**src/rtl/cc_loc_sequencer.sv**
```systemverilog
// cc_loc_sequencer: sequences one localization run.
//   IDLE -> ARM (reset cores) -> START (start pulse) -> STREAM (LENGTH addresses)
//   -> WAIT_DONE -> SCALE1/SCALE2 (lag -> tau) -> LOC_WAIT (settle) -> HOLD (valid/ack).
// Optional feature: define CC_TIMEOUT_EN to enable the WAIT_DONE watchdog that
// raises the sticky err_timeout flag after TIMEOUT cycles without cc_done.
module cc_loc_sequencer #(
  parameter int unsigned LENGTH  = 8192,
  parameter int unsigned ADDR_W  = 13,
  parameter int unsigned TAU_W   = 32,
  parameter int unsigned POS_W   = 128,
  parameter int unsigned TAU_MUL = 44739,
  parameter int unsigned SHIFT   = 16,
  parameter int unsigned LOC_LAT = 4,
  parameter int unsigned TIMEOUT = 65536
) (
  input  logic                    clk,
  input  logic                    rst_n,
  input  logic                    start_req,
  output logic                    busy,
  output logic                    cc_rst,
  output logic                    cc_start,
  output logic [ADDR_W-1:0]       samp_addr,
  output logic                    samp_en,
  input  logic                    cc_done,
  input  logic signed [15:0]      cc_index1,
  input  logic signed [15:0]      cc_index2,
  input  logic signed [15:0]      cc_index3,
  output logic signed [TAU_W-1:0] tau1,
  output logic signed [TAU_W-1:0] tau2,
  output logic signed [TAU_W-1:0] tau3,
  input  logic [POS_W-1:0]        loc_posx,
  input  logic [POS_W-1:0]        loc_posy,
  output logic [POS_W-1:0]        res_posx,
  output logic [POS_W-1:0]        res_posy,
  output logic                    res_valid,
  input  logic                    res_ack,
  output logic                    err_timeout
);

  typedef enum logic [3:0] {
    S_IDLE   = 4'd0,
    S_ARM    = 4'd1,
    S_START  = 4'd2,
    S_STREAM = 4'd3,
    S_WAIT   = 4'd4,
    S_SCALE1 = 4'd5,
    S_SCALE2 = 4'd6,
    S_LOC    = 4'd7,
    S_HOLD   = 4'd8
  } state_t;

  localparam logic [ADDR_W-1:0]  ADDR_LAST = ADDR_W'(LENGTH - 1);
  localparam logic [7:0]         LAT_LAST  = 8'(LOC_LAT - 1);
  localparam logic signed [16:0] MUL_S     = 17'(TAU_MUL);
  // Bias added to negative products so the arithmetic shift truncates toward zero.
  localparam logic signed [33:0] RND       = 34'((64'd1 << SHIFT) - 64'd1);

  state_t state_q, state_d;

  logic [ADDR_W-1:0]   addr_q;
  logic [7:0]          lat_q;
  logic signed [33:0]  prod1_q, prod2_q, prod3_q;
  logic signed [TAU_W-1:0] tau1_q, tau2_q, tau3_q;
  logic [POS_W-1:0]    resx_q, resy_q;
  logic                res_valid_q;
  logic                timeout_hit_s;
  logic                arm_s;

  // Signed 16x17 multiply of a core lag by the unsigned scale constant.
  function automatic logic signed [33:0] mul_idx(input logic signed [15:0] idx);
    logic signed [33:0] a;
    logic signed [33:0] b;
    a = {{18{idx[15]}}, idx};
    b = {17'd0, MUL_S};
    return a * b;
  endfunction

  // Divide by 2^SHIFT truncating toward zero, then sign-extend to TAU_W.
  function automatic logic signed [TAU_W-1:0] div_tau(input logic signed [33:0] p);
    logic signed [33:0] adj;
    logic signed [33:0] q;
    if (p[33]) begin
      adj = p + RND;
    end else begin
      adj = p;
    end
    q = adj >>> SHIFT;
    return TAU_W'(q);
  endfunction

  // State register.
  always_ff @(posedge clk) begin
    if (!rst_n) begin
      state_q <= S_IDLE;
    end else begin
      state_q <= state_d;
    end
  end

  // Next-state logic.
  always_comb begin
    state_d = state_q;
    case (state_q)
      S_IDLE: begin
        if (start_req) state_d = S_ARM;
        else           state_d = S_IDLE;
      end
      S_ARM:   state_d = S_START;
      S_START: state_d = S_STREAM;
      S_STREAM: begin
        if (addr_q == ADDR_LAST) state_d = S_WAIT;
        else                     state_d = S_STREAM;
      end
      S_WAIT: begin
        if (cc_done)            state_d = S_SCALE1;
        else if (timeout_hit_s) state_d = S_IDLE;
        else                    state_d = S_WAIT;
      end
      S_SCALE1: state_d = S_SCALE2;
      S_SCALE2: state_d = S_LOC;
      S_LOC: begin
        if (lat_q == LAT_LAST) state_d = S_HOLD;
        else                   state_d = S_LOC;
      end
      S_HOLD: begin
        if (res_ack) state_d = S_IDLE;
        else         state_d = S_HOLD;
      end
      default: state_d = S_IDLE;
    endcase
  end

  // Output decode of the current state.
  always_comb begin
    busy     = 1'b1;
    cc_start = 1'b0;
    samp_en  = 1'b0;
    arm_s    = 1'b0;
    case (state_q)
      S_IDLE:   busy     = 1'b0;
      S_ARM:    arm_s    = 1'b1;
      S_START:  cc_start = 1'b1;
      S_STREAM: samp_en  = 1'b1;
      default:  busy     = 1'b1;
    endcase
  end

  // Cores are held in reset during ARM and for as long as rst_n is low.
  assign cc_rst = arm_s | ~rst_n;

  // Sample address: counts through STREAM, zero everywhere else.
  always_ff @(posedge clk) begin
    if (!rst_n) begin
      addr_q <= '0;
    end else if (state_q == S_STREAM && state_d == S_STREAM) begin
      addr_q <= addr_q + ADDR_W'(1);
    end else begin
      addr_q <= '0;
    end
  end

  // Settling counter for LOC_WAIT.
  always_ff @(posedge clk) begin
    if (!rst_n) begin
      lat_q <= 8'd0;
    end else if (state_q == S_LOC && state_d == S_LOC) begin
      lat_q <= lat_q + 8'd1;
    end else begin
      lat_q <= 8'd0;
    end
  end

  // Scaling pipeline: products in SCALE1, tau load in SCALE2.
  always_ff @(posedge clk) begin
    if (!rst_n) begin
      prod1_q <= '0;
      prod2_q <= '0;
      prod3_q <= '0;
      tau1_q  <= '0;
      tau2_q  <= '0;
      tau3_q  <= '0;
    end else if (state_q == S_SCALE1) begin
      prod1_q <= mul_idx(cc_index1);
      prod2_q <= mul_idx(cc_index2);
      prod3_q <= mul_idx(cc_index3);
    end else if (state_q == S_SCALE2) begin
      tau1_q <= div_tau(prod1_q);
      tau2_q <= div_tau(prod2_q);
      tau3_q <= div_tau(prod3_q);
    end else begin
      tau1_q <= tau1_q;
    end
  end

  // Result capture at the end of settling, released by the host ack in HOLD.
  always_ff @(posedge clk) begin
    if (!rst_n) begin
      resx_q      <= '0;
      resy_q      <= '0;
      res_valid_q <= 1'b0;
    end else if (state_q == S_LOC && lat_q == LAT_LAST) begin
      resx_q      <= loc_posx;
      resy_q      <= loc_posy;
      res_valid_q <= 1'b1;
    end else if (state_q == S_HOLD && res_ack) begin
      res_valid_q <= 1'b0;
    end else begin
      res_valid_q <= res_valid_q;
    end
  end

  assign samp_addr = addr_q;
  assign tau1      = tau1_q;
  assign tau2      = tau2_q;
  assign tau3      = tau3_q;
  assign res_posx  = resx_q;
  assign res_posy  = resy_q;
  assign res_valid = res_valid_q;

`ifdef CC_TIMEOUT_EN
  localparam int unsigned        TO_W    = $clog2(TIMEOUT + 1);
  localparam logic [TO_W-1:0]    TO_LAST = TO_W'(TIMEOUT - 1);
  logic [TO_W-1:0] to_cnt_q;
  logic            err_q;

  // Watchdog counter: counts consecutive WAIT_DONE cycles.
  always_ff @(posedge clk) begin
    if (!rst_n) begin
      to_cnt_q <= '0;
    end else if (state_q == S_WAIT && state_d == S_WAIT) begin
      to_cnt_q <= to_cnt_q + TO_W'(1);
    end else begin
      to_cnt_q <= '0;
    end
  end

  assign timeout_hit_s = (state_q == S_WAIT) && !cc_done && (to_cnt_q == TO_LAST);

  // Sticky timeout flag, cleared when a new run is accepted.
  always_ff @(posedge clk) begin
    if (!rst_n) begin
      err_q <= 1'b0;
    end else if (state_q == S_IDLE && start_req) begin
      err_q <= 1'b0;
    end else if (timeout_hit_s) begin
      err_q <= 1'b1;
    end else begin
      err_q <= err_q;
    end
  end

  assign err_timeout = err_q;
`else
  logic unused_timeout_s;
  assign unused_timeout_s = (TIMEOUT != 32'd0);
  assign timeout_hit_s    = 1'b0;
  assign err_timeout      = 1'b0;
`endif

endmodule

```
**config.mk**
```make
export PLATFORM = sky130hd
export DESIGN_NAME = cc_loc_sequencer
export DESIGN_NICKNAME = d
export VERILOG_FILES = /design/src/rtl/cc_loc_sequencer.sv
export SDC_FILE = /design/constraint.sdc
export NUM_CORES = 2
export LEC_CHECK = 0
export CAP_MARGIN = 20
export CORE_MARGIN = 4
export CORE_UTILIZATION = 40
export DETAILED_ROUTE_END_ITERATION = 12
export PLACE_DENSITY = 0.68
export SYNTH_ARGS = -nofsm -noshare
export SYNTH_HDL_FRONTEND = slang
export SYNTH_SLANG_ARGS = --single-unit
```
**constraint.sdc**
```tcl
create_clock -name clk -period 6.5 [get_ports clk]
set_input_delay 0.975 -clock clk [delete_from_list [all_inputs] [get_ports clk]]
set_output_delay 0.975 -clock clk [all_outputs]
set_load 0.03 [all_outputs]
```
After elaboration in Yosys (flattened, before gate mapping)
Index checks and enable logic that the tools add are counted.
{"block": "classes", "n_addsub": 5, "n_mux": 15, "bitwise_logic": 3, "n_reduce_logical": 9, "mul": 3, "eq_ne": 12}
{"op": "adder 34 x 17 -> 34 bit, second input constant", "n": 3}
{"op": "two-way mux 34 bit", "n": 3}
{"op": "multiplier 16 x 17 -> 33 bit, second input constant", "n": 3}
{"op": "one-hot mux 4 bit (9 select lines)", "n": 1}
{"op": "== test 4 x 3 -> 1 bit, second input constant", "n": 5}
{"op": "adder 13 x 1 -> 13 bit, second input constant", "n": 1}
{"op": "== test 13 bit, second input constant", "n": 1}
{"op": "== test 4 x 2 -> 1 bit, second input constant", "n": 3}
{"op": "adder 8 x 1 -> 8 bit, second input constant", "n": 1}
{"op": "== test 8 x 2 -> 1 bit, second input constant", "n": 1}
{"op": "two-way mux 1 bit", "n": 8}
{"op": "two-way mux 4 bit", "n": 2}
{"op": "AND reduction 2 bit", "n": 3}
{"op": "== test 4 x 1 -> 1 bit, second input constant", "n": 1}
{"op": "== test 4 bit, second input constant", "n": 1}
{"op": "logical AND 1 bit", "n": 4}
{"op": "zero test 4 bit", "n": 1}
{"op": "two-way mux 3 bit", "n": 1}
{"op": "NOT 1 bit", "n": 2}
{"op": "nonzero test 2 bit", "n": 1}
{"op": "OR 1 bit", "n": 1}
{"block": "word_totals", "elab_cells": 59, "input_bits": 309, "ff_bits": 438}

Depth between registers and ports, before layout
{"block": "depth", "word_depth": 6, "depth_mapped": 22, "depth_no_buf": 21}

Worst setup path after synthesis
No wires, ideal clock.
{"block": "synth_path", "path_kind": "input -> register", "from": "input port cc_index3[4]", "to": "register prod3_q[31]", "t_arrival_ns": 6.011, "required_ns": 6.374, "path_slack_ns": 0.363, "path_stages": 19, "cell_sequence": "fa_1 inv_1 fa_1 fa_1 inv_1 fa_1 fa_1 inv_1 fa_1 inv_1 ha_1 a21o_1 a2111oi_0 o211ai_1 a311oi_2 o21ai_1 a221oi_1 xor2_1 o21ai_0"}
{"block": "synth_via", "elab_chain_len": 1}
{"element": "start, declared", "line_no": "27", "source": "input logic signed [15:0] cc_index3,"}
{"element": "multiplier 16 x 17 -> 33 bit", "line_no": "75", "source": "return a * b;"}
{"element": "end signal, assigned", "line_no": "185", "source": "prod3_q <= mul_idx(cc_index3);"}
{"element": "end, declared", "line_no": "62", "source": "logic signed [33:0] prod1_q, prod2_q, prod3_q;"}
No other way between the ends.
A chain may end at the register's enable or synchronous reset.

Worst setup path in the final report
{"block": "layout_path", "from": "input port cc_index3[4]", "to": "register prod3_q[27]"}
The elaborated chain is that of the path after synthesis.

==> flow_metrics.tcl <==
set metrics [dict create \
    die-height_um 287.4 \
    synth_cell_types 74 \
    post-cts-setup-buffer-count 0 \
    startpoint_type "primary input" \
    synth.largest_area_cell "dfxtp_1" \
    p_per_area_mw_per_mm2 409.4 \
    wl_per_cell_um 19.35 \
    vias 27508 \
    grt_overflow 0 \
    fin_setup_tns_ns 0 \
    max_freq_ghz 0.1610 \
    synth_ff_type "dfxtp_1" \
    reg2reg_to "res_posy[81]" \
    grt_pass1_vias 27135 \
    critPathBufInv 6 \
    synth_cells 3645 \
    setup_ws_ns 0.2872 \
    vias_per_cell 5.034 \
    status "finished, final reports clean" \
    ant_nets 0 \
    reg2reg_slack_ns 3.62 \
    synth_area_mm2 0.03123 \
    seq_area_frac_synth_pct 27.88 \
    critPathTopFamily "adder cells" \
    postLayoutCellArea_mm2 0.04182 \
    tightest_slew_ns 1.194 \
    cts_tree "yes" \
    synth.most_common_cell "nand2_1" \
    cts_root_buf "clkbuf_16" \
    p_leak_nw 17.82 \
    multiInputGateArea_mm2 0.01985 \
    synth_area_leaders "dfxtp_1 (28%), ha_1 (17%), fa_1 (15%)" \
    grt_max_degree 207 \
    dpl_cell_area_mm2 0.04004 \
    max_slew_margin_pct 20.43 \
    hold_class "reg -> reg" \
    worstRegToRegCells 5 \
    slew_viol_final 0 \
    max_stage_delay_ns 0.52 \
    synth.top_cells.by_count "nand2_1 (701), inv_1 (477), dfxtp_1 (435)" \
    insertion_delay_ns 0.61 \
    coreArea_mm2 0.07747 \
    worstPathRequired_ns 7.03 \
    synth.avg_cell_area_um2 8.568 \
    cp_slowest_cell "fa_1" \
    path_class "in -> reg" \
    synth_edf_count 0 \
    worstSetupEndpointType "flip-flop" \
    crit_chain "clkdlybuf4s50_1 > fa_1 > fa_1 > inv_1 > fa_1 > inv_1 > fa_1 > fa_1 > inv_1 > fa_1 > inv_1 > ha_1 > a21o_1 > a2111oi_2 > o211ai_1 > a311oi_2 > o21ai_2 > buf_4 > or3_1 > a31oi_1" \
    start_util_pct 40.32 \
    crit_top_cell "fa_1" \
    worst-path-max-fanout 5 \
    cts_buffers 51 \
    die_w_um 287.4 \
    hold_start "prod3_q[10]" \
    min_to "prod3_q[10]" \
    setup_viol 0 \
    drive_gt1_share_pct 7.534 \
    synth_top_area_share_pct 27.88 \
    maxCapViolations 0 \
    synthesis.nets 4613 \
    drt_iter0_markers 1505 \
    clk_path_buf_depth 3 \
    post-route-period-util_pct 95.58 \
    period_minus_slack_ns 6.213 \
    fin_hold_ws_ns 0.4496 \
    ir_drop_v 0.0004865 \
    grt_use_total_pct 24.80 \
    place_congestion 0.9457 \
    grt_antenna_before_repair 11 \
    fin_skew_ns 0.02561 \
    dpl.hpwl_um 84680 \
    rows 102 \
    clk_pin_slew_ns 0.06 \
    ioPinCount 680 \
    drc 0 \
    synth-seq-cells 435 \
    cp.arrival_ns 6.74 \
    rr_startpoint "state_q[3]" \
    cts_max_level 2 \
    holdBufCountCts 0 \
    register_area_mm2 0.008708 \
    hold_viol_final 0 \
    routed_wl_um 105800 \
    hold_depth 2 \
    async_reset_ff_share_pct 0 \
    final_nets 5349 \
    place_ws_ns -0.4139 \
    dieArea_mm2 0.08261 \
    drtPass1Iterations 5 \
    yosysWarningCount 0 \
    rsz0062_at_grt "false" \
    num-fill-cells 7135 \
    cts.sinks 435 \
    area_growth_pct 33.90 \
    grt_pass1_wl_um 159500 \
    io_buffers 678 \
]
[final cells by class]
class,count,area share (%)
multi-input cells,2530,47.47
flip-flops and latches,435,20.82
repair buffers,886,20.08
inverters,477,4.299
clock buffers,69,3.429
well taps,1040,3.112
clock inverters,23,0.7629
diodes,4,0.02393
[repair_timing]
item	CTS	global route
setup endpoints to repair	0	3
resized for setup	0	5
hold endpoints to repair	0	0
[power by group]
| group | total (W) | switching (W) | internal, W |
|---|---|---|---|
| Clock | 0.00303 | 0.00124 | 0.00179 |
| Sequential | 0.00267 | 0.00000221 | 0.00267 |
| Combinational | 0.0114 | 0.00593 | 0.00549 |
[how the worst max path moves through the flow]
stage,start,to,cells after the start,slack [ns]
global route,cc_index3[4],prod3_q[27],20,0.03
detailed placement,cc_index3[5],prod3_q[27],22,-0.41
CTS,cc_index3[5],prod3_q[27],22,0.20
finish,cc_index3[4],prod3_q[27],20,0.29
global placement,cc_index3[4],prod3_q[31],20,-0.29
floorplan,cc_index3[4],prod3_q[31],19,0.36
[through the flow]
stage	instances	utilization, %	power (W)
finish	5464	53.98	0.01712
global placement	5368	51.68	0.01391
floorplan	3645	-	0.01007
CTS	5460	53.95	0.01717
detailed placement	5368	51.68	0.01401
global route	5462	53.98	0.01881
[cells in the final DEF, fill, tap and decap left out, drive strengths merged, types with 13 or more instances in the layout]
cell,n
xor2,56
or3,21
nand3,63
clkinv,14
nor2,132
a31oi,14
a21oi,399
nor3,20
ha,418
xnor2,68
nand2,701
a21o,35
a211oi,60
o21ai,57
buf,209
clkbuf,69
inv,478
nor4,14
clkdlybuf4s50,676
and3,24
o21bai,13
fa,241
nand4,32
dfxtp,435
[routing by layer]
metal,track usage [%],routed length (um),vias to the layer above
li1,-,-,13406
met1,31.60,44020,13087
met2,39.48,47710,818
met3,7.938,9612,189
met4,8.989,4368,8
met5,0,51,-
[flip-flops by register name, indices dropped and copies added, names as in the netlist]
signal     flops
prod3_q       33
state_q        4
tau3          18
tau2          18
res_posy     128
tau1          18
lat_q          8
prod2_q       33
samp_addr     13
prod1_q       33
res_posx     128
res_valid      1
[kinds of logic after synthesis]
family,count (synthesis),synth area share (%)
and+or+nand+nor,1074,14.71
buffers and inverters,680,8.702
AOI/OAI and AO/OA,667,12.86
adders and majority gates,659,32.19
DFF,435,27.88
xor gates and xnor gates,124,3.477
muxes,5,0.1603
other,1,0.01201
[worst register-to-register path, delay by kind of cell (launching register included)]
family | cells | cell delay, ns
AO/OA/AOI/OAI | 1 | 0.17
flip-flops | 1 | 0.50
AND/OR/NAND/NOR | 3 | 1.54
buffers and inverters | 1 | 0.60
No activity file was read; power rests on OpenSTA's default activity.
